## src/rtl/hazard_ctrl.sv

```systemverilog
// hazard_ctrl: hazard controller for the 5-stage pipeline.
// Resolves load-use and branch-operand stalls, taken-branch/jump flushes,
// and the multi-cycle multiply that occupies EX. It also counts stall and
// flush cycles in saturating counters.
// Ports:
//   clk, rst_n                    clock, asynchronous active-low reset
//   id_rs, id_rt, id_uses_rt      source operands of the ID instruction
//   id_is_branch, branch_taken    branch in ID and its comparator result
//   id_is_mul, jump               multiply / jump in ID
//   ex_mem_read, ex_reg_write,
//   ex_rd                         EX producer information
//   mem_mem_read, mem_rd          MEM load producer information
//   pc_hold, ifid_hold, ifid_flush,
//   idex_flush, idex_hold,
//   exmem_flush                   pipeline controls (combinational)
//   mul_busy                      multiply occupying EX (combinational)
//   stall_cnt, flush_cnt          saturating performance counters (registered)
module hazard_ctrl #(
  parameter int unsigned MUL_LAT = 4
) (
  input  logic        clk,
  input  logic        rst_n,
  input  logic [4:0]  id_rs,
  input  logic [4:0]  id_rt,
  input  logic        id_uses_rt,
  input  logic        id_is_branch,
  input  logic        id_is_mul,
  input  logic        branch_taken,
  input  logic        jump,
  input  logic        ex_mem_read,
  input  logic        ex_reg_write,
  input  logic [4:0]  ex_rd,
  input  logic        mem_mem_read,
  input  logic [4:0]  mem_rd,
  output logic        pc_hold,
  output logic        ifid_hold,
  output logic        ifid_flush,
  output logic        idex_flush,
  output logic        idex_hold,
  output logic        exmem_flush,
  output logic        mul_busy,
  output logic [15:0] stall_cnt,
  output logic [15:0] flush_cnt
);

  localparam int unsigned CNT_W  = 16;
  localparam int unsigned MCNT_W = 4;
  localparam int unsigned REG_W  = 5;

  typedef enum logic {
    RUN      = 1'b0,
    MUL_WAIT = 1'b1
  } state_e;

  state_e             state_q, state_d;
  logic [MCNT_W-1:0]  mcnt_q, mcnt_d;
  logic [CNT_W-1:0]   stall_cnt_q, flush_cnt_q;

  logic match_ex, match_mem, load_use, br_data, stall;

  // Register 0 never carries a dependency.
  assign match_ex  = (ex_rd != REG_W'(0)) &&
                     ((ex_rd == id_rs) || (id_uses_rt && (ex_rd == id_rt)));
  assign match_mem = (mem_rd != REG_W'(0)) &&
                     ((mem_rd == id_rs) || (id_uses_rt && (mem_rd == id_rt)));

  assign load_use = ex_mem_read && match_ex;
  assign br_data  = id_is_branch &&
                    ((ex_reg_write && match_ex) || (mem_mem_read && match_mem));
  assign stall    = load_use || br_data;

  // State register and multiply countdown.
  always_ff @(posedge clk or negedge rst_n) begin
    if (!rst_n) begin
      state_q <= RUN;
      mcnt_q  <= MCNT_W'(0);
    end else begin
      state_q <= state_d;
      mcnt_q  <= mcnt_d;
    end
  end

  // Next state and pipeline controls; MUL_WAIT outranks stall outranks flush.
  always_comb begin
    state_d     = state_q;
    mcnt_d      = mcnt_q;
    pc_hold     = 1'b0;
    ifid_hold   = 1'b0;
    ifid_flush  = 1'b0;
    idex_flush  = 1'b0;
    idex_hold   = 1'b0;
    exmem_flush = 1'b0;
    mul_busy    = 1'b0;

    case (state_q)
      RUN: begin
        if (stall) begin
          pc_hold    = 1'b1;
          ifid_hold  = 1'b1;
          idex_flush = 1'b1;
        end else begin
          ifid_flush = jump || (id_is_branch && branch_taken);
          if (id_is_mul) begin
            state_d = MUL_WAIT;
            mcnt_d  = MCNT_W'(MUL_LAT - 1);
          end
        end
      end
      MUL_WAIT: begin
        pc_hold     = 1'b1;
        ifid_hold   = 1'b1;
        idex_hold   = 1'b1;
        exmem_flush = 1'b1;
        mul_busy    = 1'b1;
        mcnt_d      = mcnt_q - MCNT_W'(1);
        if (mcnt_q == MCNT_W'(1)) begin
          state_d = RUN;
        end
      end
      default: begin
        state_d = RUN;
      end
    endcase

    // Controls are forced quiet for the whole reset window.
    if (!rst_n) begin
      pc_hold     = 1'b0;
      ifid_hold   = 1'b0;
      ifid_flush  = 1'b0;
      idex_flush  = 1'b0;
      idex_hold   = 1'b0;
      exmem_flush = 1'b0;
      mul_busy    = 1'b0;
    end
  end

  // Saturating stall/flush cycle counters.
  always_ff @(posedge clk or negedge rst_n) begin
    if (!rst_n) begin
      stall_cnt_q <= CNT_W'(0);
      flush_cnt_q <= CNT_W'(0);
    end else begin
      if (pc_hold && (stall_cnt_q != {CNT_W{1'b1}})) begin
        stall_cnt_q <= stall_cnt_q + CNT_W'(1);
      end
      if (ifid_flush && (flush_cnt_q != {CNT_W{1'b1}})) begin
        flush_cnt_q <= flush_cnt_q + CNT_W'(1);
      end
    end
  end

  assign stall_cnt = stall_cnt_q;
  assign flush_cnt = flush_cnt_q;

endmodule

```

## config.mk

```make
export PLATFORM = sky130hd
export DESIGN_NAME = hazard_ctrl
export DESIGN_NICKNAME = d
export VERILOG_FILES = /design/src/rtl/hazard_ctrl.sv
export SDC_FILE = /design/constraint.sdc
export NUM_CORES = 1
export LEC_CHECK = 0
export BUFFER_PORTS_ARGS = -buffer_cell sky130_fd_sc_hd__buf_2
export CAP_MARGIN = 25
export CELL_PAD_IN_SITES_DETAIL_PLACEMENT = 0
export CELL_PAD_IN_SITES_GLOBAL_PLACEMENT = 2
export CORE_MARGIN = 2
export CORE_UTILIZATION = 31
export DETAILED_ROUTE_END_ITERATION = 7
export GPL_TIMING_DRIVEN = 0
export PLACE_DENSITY = 0.85
export SLEW_MARGIN = 20
export SYNTH_ARGS = -nofsm -noshare
export SYNTH_HDL_FRONTEND = slang
export SYNTH_SLANG_ARGS = --single-unit
```

## constraint.sdc

```tcl
create_clock -name clk -period 2.6 [get_ports clk]
set_input_delay 0.39 -clock clk [delete_from_list [all_inputs] [get_ports clk]]
set_output_delay 0.39 -clock clk [all_outputs]
set_load 0.1 [all_outputs]
```

After elaboration in Yosys (flattened, before gate mapping)
Cells that the tools add are included.
W data, S select, Z words.
Word-level totals
  input port bits: 30
  register bits after elaboration: 37
  output and inout bits: 39
Operators by class
  mux-type cells: 17
  bitwise operators: 1
  equal/unequal tests: 9
  reductions and logical operators: 19
  add/sub/neg operators: 3
Operator list (number)
  $add A16 B1 Y16 const B: 2
  $ne A16 B16 Y1 const B: 2
  $eq A5 B5 Y1: 4
  $mux W1: 12
  $logic_and A1 B1 Y1: 11
  $reduce_bool A5 Y1: 2
  $mux W4: 2
  $pmux W4 S2: 1
  $logic_or A1 B1 Y1: 5
  $eq A4 B1 Y1 const B: 1
  $ne A2 B2 Y1 const B: 2
  $pmux W1 S2: 2
  $sub A4 B1 Y4 const B: 1
  $reduce_and A2 Y1: 1
  $not A1 Y1: 1

Logic depth before layout (Yosys ltp)
  depth in word-level cells: 12
  gate-level depth with buffers: 8
  depth with buffers taken out: 7

Worst setup path after synthesis
OpenSTA, ideal clock, no wires.
  path kind: input-to-output
  start point: input port ex_rd[4]
  end point: output port idex_flush
  slack: -1210 ps
  required time: 2210 ps
  arrival: 3420 ps
  stages on the path: 5
  path through: xnor2_1 -> nand3_1 -> o22ai_1 -> a22oi_1 -> nor3b_1
On the way
  word-level cells in the longest chain between the ends: 11
Ends and longest elaborated chain
  start, declared: line 32  | input logic [4:0] ex_rd,
  $eq A5 B5 Y1: line 63  | ((ex_rd == id_rs) || (id_uses_rt && (ex_rd == id_rt)));
  $logic_and A1 B1 Y1: line 63
  $logic_or A1 B1 Y1: line 63
  $logic_and A1 B1 Y1 *: line 62  | assign match_ex = (ex_rd != REG_W'(0)) &&
  $logic_and A1 B1 Y1: line 69  | ((ex_reg_write && match_ex) || (mem_mem_read && match_mem));
  $logic_or A1 B1 Y1: line 69
  $logic_and A1 B1 Y1: line 68  | assign br_data = id_is_branch &&
  $logic_or A1 B1 Y1 *: line 70  | assign stall = load_use || br_data;
  $mux W1 *: line 97  | if (stall) begin
  $mux W1 *: line 95  | case (state_q)
  $mux W1 *: line 126  | if (!rst_n) begin
  end, declared: line 38  | output logic idex_flush,
Every way passes the cells marked *; elsewhere a longest branch is shown, timed or not.

Worst setup path in the final report
  start point: input port mem_rd[0]
  end point: output port ifid_flush
On the way
  word-level cells in the longest chain between the ends: 11
Ends and longest elaborated chain
  start, declared: line 34  | input logic [4:0] mem_rd,
  $eq A5 B5 Y1: line 65  | ((mem_rd == id_rs) || (id_uses_rt && (mem_rd == id_rt)));
  $logic_and A1 B1 Y1: line 65
  $logic_or A1 B1 Y1: line 65
  $logic_and A1 B1 Y1 *: line 64  | assign match_mem = (mem_rd != REG_W'(0)) &&
  $logic_and A1 B1 Y1 *: line 69
  $logic_or A1 B1 Y1 *: line 69
  $logic_and A1 B1 Y1 *: line 68
  $logic_or A1 B1 Y1 *: line 70
  $mux W1 *: line 97
  $mux W1 *: line 95
  $mux W1 *: line 126
  end, declared: line 37  | output logic ifid_flush,
Marks and branches as above.

==> metrics.md <==
| Metric | Value |
|---|---|
| Status | complete, but fails checks |
| Failing checks | hold timing |
| Initial antenna violation count | 0 |
| Clock transition at the registers of the reported paths | roughly 80 ps |
| Clock latency on the worst-skew pair | slightly below 300 ps |
| WS Path Type | in2out |
| Unrepaired setup endpoints after global routing | false |
| Critical path cell sequence | buf_2, or3_1, o311a_4, a221oi_4, buf_6, buf_6 |
| Synth cell types | 39 |
| Largest net degree at the start of global routing | 45 |
| Commonest non-fill, non-tap cells in the layout | buf_2 (66), dfrtp_1 (35), xnor2_1 (33) |
| Pins Over Slew Limit | 0 |
| #FFs+latches synth | 37 |
| Layout Nets | approximately 320 |
| GRT Util Overall | between 10% and 20% |
| Via Count | 1850 |
| Internal Pwr Total | around 1.3 mW |
| Tcrit/Tclk final | between 90 and 100% |
| PwrDens | between 900 and 1000 nW/um^2 |
| Setup violators final | 0 |
| Crit path DAT | 2120 ps |
| Synth warnings | 0 |
| DP HPWL | about 3.7 mm |
| Core box area | about 6800 sq um |
| DIE HEIGHT | ~88 microns |
| Sw frac | between 50 and 60% |
| CP Max Fanout | 10 |
| Min Tclk post-route | between 2000 and 3000 ps |
| Seq pwr share | 31.8% |
| Clock sink count | 37 |
| Clk pwr share | 19.5% |
| Lkg Pwr | between 1 and 1.5 nW |
| Synthesized cell area | 2170 sq um |
| Fmax | about 0.40 GHz |
| Hold Slack | -5.53 ps |
| Synth top area share | a little over two fifths |
| H-tree Lvls | 2 |
| Final total power | ~2.6 mW |
| First-pass GRT wire length | roughly 8.0 mm |
| Req. time, crit path | roughly 2200 ps |
| Commonest non-fill, non-tap cell in the layout | buf_2 |
| Port Buffer Count | 68 |
| Post-synthesis sequential area ratio | 42.7% |
| Psw | around 1.3 mW |
| DRC | 0 |
| Final Skew | between 9 and 10 ps |
| Root Buffer | clkbuf_8 |
| Crit path capture type | primary output |
| Hold Fails Final Rpt | 8 |
| TritonCTS Buffers | 5 |
| Grt ovf | 0 |
| Non-filler cells, final | 381 |
| ANT cells | 0 |
| Vias in the first global route | roughly 1700 |
| Synth top area cells | dfrtp_1 (43%), xnor2_1 (13%), xor2_1 (5.6%) |
| Std cell rows | 30 |
| DIE AREA | between 7000 and 8000 sq um |
| Number of vias per cell | approximately 4.9 |
| Crit-path most repeated cell | buf_6 |
| Initial Util | a little under a third |
| DRT antenna net count | 0 |
| Core Util, Final | ~41% |
| Max cap viols | 0 |
| Placed cells | between 300 and 400 |
| Die Wd | just under 90 microns |
| Synth Net Count | about 240 |
| I/O pin count | approximately 70 |
| Avg WL per Cell | ~13 microns |
| Layout cell share with drive strength beyond 1 | between 30% and 40% |
| 1st-iter DRT viols | between 50 and 60 |
| Gate Count Post-Synth | about 210 |
| Area grow syn2layout | 29.1% |
| Combinational share of power | around half |
| Worst-margin pin slew | between 600 and 700 ps |
| Slew margin rel. | between 50% and 60% |
| Peak VDD IR | 799 uV |
| Leading area contributor after synthesis | dfrtp_1 |
| Min-Delay Path Class | in2async |
| Startpoint Class | primary input |
| Worst path max stage delay | around 420 ps |
| CTS Buffer Depth | 2 |
| Pre-Repair DR Iteration Count | 4 |
| Synthesized area per cell | roughly 10 sq um |
| Final WL | 4.91 mm |
| GPL Wtd Cong | between 0.8 and 0.9 |
| Slowest-stage cell, CP | a221oi_4 |
| CTS tree | done |
[what timing repair did]
item / CTS / global route
gates resized for setup: 5 / 3
pin swaps: 2 / 0
hold buffers: 0 / 0
endpoints found under the setup margin: 3 / 3
setup buffers: 1 / 0
[registers in the layout, summed over array words and instances (netlist names)]
name	count
state_q	1
mcnt_q	4
flush_cnt	16
stall_cnt	16
[cell families after synthesis]
family	share of synthesized area, %
fa+ha+maj	2.31
buf+inv	3.00
mux	3.05
flops	42.7
compound gates	8.24
simple gates	21.8
xor+xnor	19.0
[synth_stat cells]
library cell / count
a31oi_1: 1
buf_2: 1
inv_1: 2
nand2_1: 16
o41ai_2: 1
a22oi_1: 2
clkbuf_1: 2
and2_1: 1
nor4b_1: 1
a221oi_4: 2
o41ai_1: 1
or3_1: 1
ha_1: 4
mux2_2: 5
o311ai_0: 1
and3_1: 5
a21oi_1: 4
xnor2_1: 33
xor2_1: 14
o311a_4: 1
nor2b_1: 2
nand4_1: 12
nand2b_1: 3
a221o_1: 1
buf_4: 3
or3b_2: 1
buf_6: 2
and4_1: 3
nor3b_1: 3
dfrtp_1: 37
or2_2: 1
nand3_1: 15
nor3_1: 11
and3b_1: 1
o22ai_1: 2
mux2i_1: 1
nor4_1: 4
nor2_1: 7
a21o_1: 1
[power groups by stage]
stage	Combinational, mW	Clock (mW)	Sequential, mW
final	1.25	0.500	0.815
after global routing	1.33	0.547	0.836
after CTS	1.26	0.520	0.817
after detailed placement	1.25	0	0.824
after global placement	1.24	0	0.824
after floorplan	0.480	0	1.36
[cell type report]
type | instances | area, sq um
clock inverters | 2 | 38.8
well taps | 96 | 120
inverters | 2 | 7.51
fillers | 704 | 3990
plain buffers | 8 | 61.3
repair buffers | 69 | 363
flip-flops and latches | 37 | 928
multi-input cells | 161 | 1210
clock buffers | 6 | 72.6
[per-stage QoR]
step	setup TNS [ps]	setup WS (ps)	cell area, sq um
floorplan	0	41.2	2200
global placement	-1670	-537	2660
detailed placement	-2080	-562	2660
CTS	0	0.431	2790
global route	0	26.4	2800
finish	0	87.4	2800
[final timing paths]
path,start,endpoint,slack (ps),depth (start not counted)
max reg2reg,flush_cnt[0],flush_cnt[1],330,7
max in group asynchronous,rst_n,flush_cnt[1],2290,1
min reg2reg,mcnt_q[3],mcnt_q[3],490,1
min,rst_n,flush_cnt[7],-6,1
max,mem_rd[0],ifid_flush,90,6
min in group clk,id_is_mul,state_q,470,3
[layer usage]
layer	track usage, %	vias up	share of wire, %
li1	-	898	-
met1	18.0	891	48
met2	20.0	55	43
met3	3.30	6	6.6
met4	4.62	0	1.4
met5	0	-	0
[worst max-delay path: cells and delay by family]
kind                   cells  cell delay, ps
AOI/OAI and AO/OA          2             770
buffers and inverters      3             560
and+or+nand+nor            1             390
(Power assumes the default switching activity.)
